`config.mk`:
```
export PLATFORM = sky130hd
export DESIGN_NAME = int_ctrl
export DESIGN_NICKNAME = d
export VERILOG_FILES = /design/src/rtl/int_pkg.sv /design/src/rtl/int_prio_enc.sv /design/src/rtl/int_ctrl.sv
export SDC_FILE = /design/constraint.sdc
export NUM_CORES = 1
export LEC_CHECK = 0
export BUFFER_PORTS_ARGS = -buffer_cell sky130_fd_sc_hd__buf_4
export CAP_MARGIN = 20
export CORE_MARGIN = 1.5
export CORE_UTILIZATION = 35
export CTS_CLUSTER_DIAMETER = 60
export DETAILED_ROUTE_END_ITERATION = 16
export GPL_TIMING_DRIVEN = 1
export PLACE_DENSITY = 0.62
export RECOVER_POWER = 50
export SLEW_MARGIN = 25
export SYNTH_ARGS = -nofsm -noshare
export SYNTH_HDL_FRONTEND = slang
export SYNTH_HIERARCHICAL = 1
export SYNTH_SLANG_ARGS = --single-unit
export TNS_END_PERCENT = 50
```
`constraint.sdc`:
```
create_clock -name clk -period 2 [get_ports clk]
set_input_delay 0 -clock clk [delete_from_list [all_inputs] [get_ports clk]]
set_output_delay 0 -clock clk [all_outputs]
set_load 0.02 [all_outputs]
```
`src/rtl/int_pkg.sv`:
```
// ============================================================================
// Module  : int_pkg
// Brief   : Shared types and constants for the priority interrupt controller.
// Rev     : 1.0 - initial release
// ============================================================================
`default_nettype none

package int_pkg;

    localparam int MAX_IRQ = 16;

    localparam logic [1:0] REG_ENABLE  = 2'd0;
    localparam logic [1:0] REG_PENDING = 2'd1;
    localparam logic [1:0] REG_EOI     = 2'd2;
    localparam logic [1:0] REG_STATUS  = 2'd3;

    // The CPU adds this to the delivered vector to index its ISR table.
    localparam logic [15:0] ISR_TABLE_BASE = 16'h07F0;

    typedef enum logic [1:0] {
        IDLE = 2'd0,
        REQ  = 2'd1,
        SERV = 2'd2
    } state_e;

endpackage : int_pkg

`default_nettype wire

```
`src/rtl/int_prio_enc.sv`:
```
// ============================================================================
// Module  : int_prio_enc
// Brief   : Combinational lowest-index-first priority encoder (req -> idx, any).
// Rev     : 1.0 - initial release
// ============================================================================
`default_nettype none

module int_prio_enc #(
    parameter int N = 16
) (
    input  logic [N-1:0] req_i,
    output logic [3:0]   idx_o,
    output logic         any_o
);

    // Scan downwards so the lowest set index is the last one written.
    always_comb begin
        idx_o = 4'd0;
        for (int i = N - 1; i >= 0; i--) begin
            if (req_i[i]) begin
                idx_o = 4'(i);
            end
        end
    end

    assign any_o = |req_i;

endmodule : int_prio_enc

`default_nettype wire

```
`src/rtl/int_ctrl.sv`:
```
// ============================================================================
// Module  : int_ctrl
// Brief   : Edge-triggered priority interrupt controller driving CPU INT/intack,
//           with ENABLE / PENDING / EOI / STATUS register port.
//           Define IRQ_SYNC_EN to add a 2-flop synchronizer on every irq line.
// Rev     : 1.0 - initial release
// ============================================================================
`default_nettype none

module int_ctrl
    import int_pkg::*;
#(
    parameter int N_IRQ = 8
) (
    input  logic             clk,
    input  logic             rst_n,
    input  logic [N_IRQ-1:0] irq,
    output logic             int_o,
    input  logic             intack,
    output logic [15:0]      vector,
    input  logic             cs,
    input  logic             wr,
    input  logic [1:0]       addr,
    input  logic [15:0]      wdata,
    output logic [15:0]      rdata
);

    // Line state is kept 16 wide; bits at or above N_IRQ are held at zero.
    localparam logic [MAX_IRQ-1:0] VALID_MASK = MAX_IRQ'((32'd1 << N_IRQ) - 32'd1);

    state_e             state_q, state_d;
    logic [N_IRQ-1:0]   irq_q;
    logic [MAX_IRQ-1:0] pending_q, pending_d;
    logic [MAX_IRQ-1:0] enable_q, enable_d;
    logic               in_service_q, in_service_d;
    logic [3:0]         cur_id_q, cur_id_d;
    logic [3:0]         sel_q, sel_d;

    logic [N_IRQ-1:0]   irq_s;
    logic [MAX_IRQ-1:0] rise;
    logic [MAX_IRQ-1:0] req;
    logic [MAX_IRQ-1:0] sel_onehot;
    logic [3:0]         enc_idx;
    logic               enc_any;
    logic               wr_en;
    logic               eoi_wr;
    logic               ack;

`ifdef IRQ_SYNC_EN
    logic [N_IRQ-1:0] sync1_q, sync2_q;

    always_ff @(posedge clk or negedge rst_n) begin
        if (!rst_n) begin
            sync1_q <= '0;
            sync2_q <= '0;
        end else begin
            sync1_q <= irq;
            sync2_q <= sync1_q;
        end
    end

    assign irq_s = sync2_q;
`else
    assign irq_s = irq;
`endif

    assign rise       = MAX_IRQ'(irq_s & ~irq_q);
    assign req        = pending_q & enable_q;
    assign sel_onehot = MAX_IRQ'(1) << sel_q;
    assign wr_en      = cs & wr;
    assign eoi_wr     = wr_en && (addr == REG_EOI);
    assign ack        = intack && (state_q == REQ);

    int_prio_enc #(
        .N (MAX_IRQ)
    ) u_prio_enc (
        .req_i (req),
        .idx_o (enc_idx),
        .any_o (enc_any)
    );

    // ---------------- FSM: state register ----------------
    always_ff @(posedge clk or negedge rst_n) begin
        if (!rst_n) begin
            state_q <= IDLE;
        end else begin
            state_q <= state_d;
        end
    end

    // ---------------- FSM: next state ----------------
    always_comb begin
        state_d = state_q;
        case (state_q)
            IDLE: if (enc_any) state_d = REQ;
            REQ: begin
                if (intack) begin
                    state_d = SERV;
                end else if ((req & sel_onehot) == '0) begin
                    state_d = IDLE;
                end
            end
            SERV: if (eoi_wr) state_d = IDLE;
            default: state_d = IDLE;
        endcase
    end

    // ---------------- FSM: outputs ----------------
    always_comb begin
        int_o  = (state_q == REQ);
        vector = ack ? {12'b0, sel_q} : 16'h0000;
    end

    // Clears are applied before new edges so a same-cycle rising edge survives.
    always_comb begin
        pending_d    = pending_q;
        enable_d     = enable_q;
        in_service_d = in_service_q;
        cur_id_d     = cur_id_q;
        sel_d        = sel_q;

        if (wr_en && (addr == REG_ENABLE)) begin
            enable_d = wdata & VALID_MASK;
        end
        if (wr_en && (addr == REG_PENDING)) begin
            pending_d = pending_d & ~wdata;
        end
        if (eoi_wr) begin
            in_service_d = 1'b0;
        end
        if (ack) begin
            pending_d    = pending_d & ~sel_onehot;
            cur_id_d     = sel_q;
            in_service_d = 1'b1;
        end
        if ((state_q == IDLE) && enc_any) begin
            sel_d = enc_idx;
        end

        pending_d = (pending_d | rise) & VALID_MASK;
    end

    always_ff @(posedge clk or negedge rst_n) begin
        if (!rst_n) begin
            irq_q        <= '0;
            pending_q    <= '0;
            enable_q     <= '0;
            in_service_q <= 1'b0;
            cur_id_q     <= 4'd0;
            sel_q        <= 4'd0;
        end else begin
            irq_q        <= irq_s;
            pending_q    <= pending_d;
            enable_q     <= enable_d;
            in_service_q <= in_service_d;
            cur_id_q     <= cur_id_d;
            sel_q        <= sel_d;
        end
    end

    always_comb begin
        rdata = 16'h0000;
        case (addr)
            REG_ENABLE:  rdata = enable_q;
            REG_PENDING: rdata = pending_q;
            REG_EOI:     rdata = {15'b0, in_service_q};
            REG_STATUS:  rdata = {in_service_q, 11'b0, cur_id_q};
            default:     rdata = 16'h0000;
        endcase
    end

endmodule : int_ctrl

`default_nettype wire
```
==> results.md <==
- Status: complete, no violations
- Worst Hold Class: in -> reg
- Top-count cell post-synth: dfrtp_1
- Tot GR Track Use: between 10% and 20%
- Synth area leaders: dfrtp_1, mux2_2, buf_4, nand2_1, mux2i_1
- Leakage: 1.289 nW
- Hold Fails Final Rpt: 0
- Vias in the first global route: 1530
- Syn Inst Count: 209
- Crit end category: flip-flop
- Register clock-pin slew on the reported worst setup and hold paths: approximately 0.06 ns
- Final setup fails: 0
- Ys async rst share: 100.0%
- Worst path required time: ~2.2 ns
- Initial drt markers: 93
- Transition time of the tightest slew-check pin: between 0.8 and 0.9 ns
- Global-route wire length before repair: 7.176 mm
- R2R cell count: 6
- Period minus WS final: 1.869 ns
- Htree depth: 2
- Ports: 64
- Critical Path AT: about 2.0 ns
- Dominant synthesized flop cell: dfrtp_1
- CTS tree: done
- Clock Path Buffers: 2
- Fill cell count: roughly 550
- Via-to-Cell Ratio: ~4.6
- Wire length per cell: 12.15 um
- Via Count: 1652
- Clk_lat worst skew: 0.28 ns
- Maximum clock frequency: 535.0 MHz
- Die W: 78.42 um
- RSZ-0062 raised after global routing: false
- Worst VDD drop: 598.9 uV
- Pin count of the biggest net entering global routing: 36
- Worst r2r dst: sel_q[1]
- Routed WL: approximately 4.4 mm
- Final cycle utilization of the critical path: between 90% and 100%
- CP Depth: 6
- Post-synth top area share: a little over two fifths
- Area leader, netlist: dfrtp_1
- Worst path cell trace: and2_4 -> nor4_4 -> nand3_1 -> or3_1 -> nor3b_4 -> mux2_2
- Reg2Reg Setup Slack: 0.13 ns
- Initial antenna violation count: 0
- Worst Setup EP: sel_q[1]
- ANT cells: 0
- TritonRoute pass-1 iters: 4
- HPWL after DPL: 3.181 mm
- Synth Area per Inst: 9.525 um2
- Number of port buffers: 36
- Synth warn: 6
- Synthesized flop and latch total: 35
- Top cells by count, synth: dfrtp_1, nand2_1, buf_4, inv_1, mux2_2
- Max incr delay on CP: 0.39 ns
- Share of layout cells above drive strength 1: 23.96%
- Final ANT Viol Nets: 0
- P&R area growth vs syn: 31.55%
- Core Area: approximately 5500 um2
- Drt drc: 0
- GRT overflow: 0
- Row cnt: 27
- Post-synth EDFFs: 0
- WS Path Type: reg -> reg
- CP startpoint kind: flip-flop
- Pwr/cell area: 954.4 nW/um2
- Slew HR: 41.30%
- Critical path's top delay family: simple AND/OR/NAND/NOR gates
- Seq/Total Area, Yosys: 44.00%
- Final setup TNS: 0 ns
- Crit path from: pending_q[4]
- Die Y: 78.42 um
- RePlAce Congestion: between 0.8 and 0.9
- Max-slew violations: 0
- RR Startpoint: pending_q[4]
- Crit-path slowest cell: dfrtp_1
- Die footprint: 6149 um2
- Clk root buf: clkbuf_8
- Clock sink count: 35
- Synth cell types: 43
- Final Util: 47.56%
- Starting Density: roughly 36%
- Nets: 320
- CTS Buf Count: 5
- Critical path peak fanout: 6
- Syn Std Cell Area: 1991 um2
- Skew final: about 0.004 ns
- Buf/Inv on CP: 0
- # Max-Cap Violations: 0
## worst min-delay path by stage
| stage | startpoint | endpoint | slack, ns | cells after the start |
|---|---|---|---|---|
| final | intack | state_q[0] | 0.06 | 4 |
| after global routing | intack | state_q[0] | 0.06 | 4 |
| after CTS | intack | state_q[0] | 0.06 | 4 |
| after detailed placement | rst_n | irq_q[4] | -0.01 | 1 |
| after global placement | rst_n | irq_q[4] | -0.02 | 1 |
| after floorplan | rst_n | cur_id_q[0] | -0.30 | 0 |
## worst reg2reg max path: cells and delay by family (launching register included)
kind | cells | cell delay (ns)
DFF | 1 | 0.39
muxes | 1 | 0.28
and+or+nand+nor | 5 | 1.08
## metal layers
layer / track usage, % / part of all wire, %
met1: 21.11 / 47
met2: 24.09 / 47
met3: 3.837 / 5.3
met4: 4.286 / 1.1
met5: 0 / 0
## stage by stage
| stage | instance area, um2 | hold slack (ns) | worst slack (ns) | total power (W) | instances |
|---|---|---|---|---|---|
| finish | 2619 | 0.05752 | 0.1308 | 0.002499 | 360 |
| global placement | 2351 | -0.01760 | 0.08871 | 0.001972 | 336 |
| detailed placement | 2351 | -0.01376 | 0.07402 | 0.001988 | 336 |
| floorplan | 2145 | -0.2956 | 0.1988 | 0.001712 | 250 |
| CTS | 2594 | 0.05569 | 0.05522 | 0.002481 | 359 |
| global route | 2619 | 0.06345 | 0.004921 | 0.002673 | 360 |
## repair_timing
action | in CTS | in global routing
setup buffers | 0 | 1
gates resized for setup | 0 | 5
endpoints found under the hold margin | 59 | 0
setup endpoints to repair | 0 | 4
hold buffers | 17 | 0
## flip-flops by register name, indices dropped and copies added, names as in the netlist
register      cells
enable_q          8
irq_q             8
pending_q         8
cur_id_q          4
sel_q             4
state_q           2
in_service_q      1
## cells by family (layout without fill, tap and decap cells)
logic type / after synthesis / after routing / synth area share (%)
compound gates: 33 / 33 / 10.87
buf+inv: 41 / 79 / 11.69
flops: 35 / 35 / 44.00
mux: 22 / 22 / 12.57
other cells: 1 / 42 / 0.1884
simple gates: 77 / 77 / 20.68
## final cells by class
class / instances / area (um2) / area share, %
sequential: 35 / 875.8 / 33.44
timing repair buffer: 56 / 460.4 / 17.58
tap: 72 / 90.09 / 3.440
clock buffer: 6 / 72.57 / 2.771
inverter: 17 / 63.81 / 2.437
multi-input combinational: 174 / 1056 / 40.32
## cells in the final DEF, fill, tap and decap left out, types with 2 or more instances in the layout
master         count
clkbuf_4           8
a21o_1             3
a32o_1             2
dfrtp_1           35
nor3_1             2
o211ai_1           2
buf_4             30
nand3b_1           3
nand2_1           27
and2_1             5
dlygate4sd3_1     17
nor2_1            12
mux2i_1            7
nand3_1            9
o21ai_0           10
conb_1            42
o22ai_1            3
and3_1             2
mux2_2            14
nor3b_1            2
clkbuf_8           5
a31oi_1            3
inv_1             16
a21oi_1            5
## power by group
part	switching (W)	internal, W
Clock	0.000227	0.000232
Sequential	0.000162	0.000877
Combinational	0.000520	0.000481
Power figures use the tool's default switching activity.
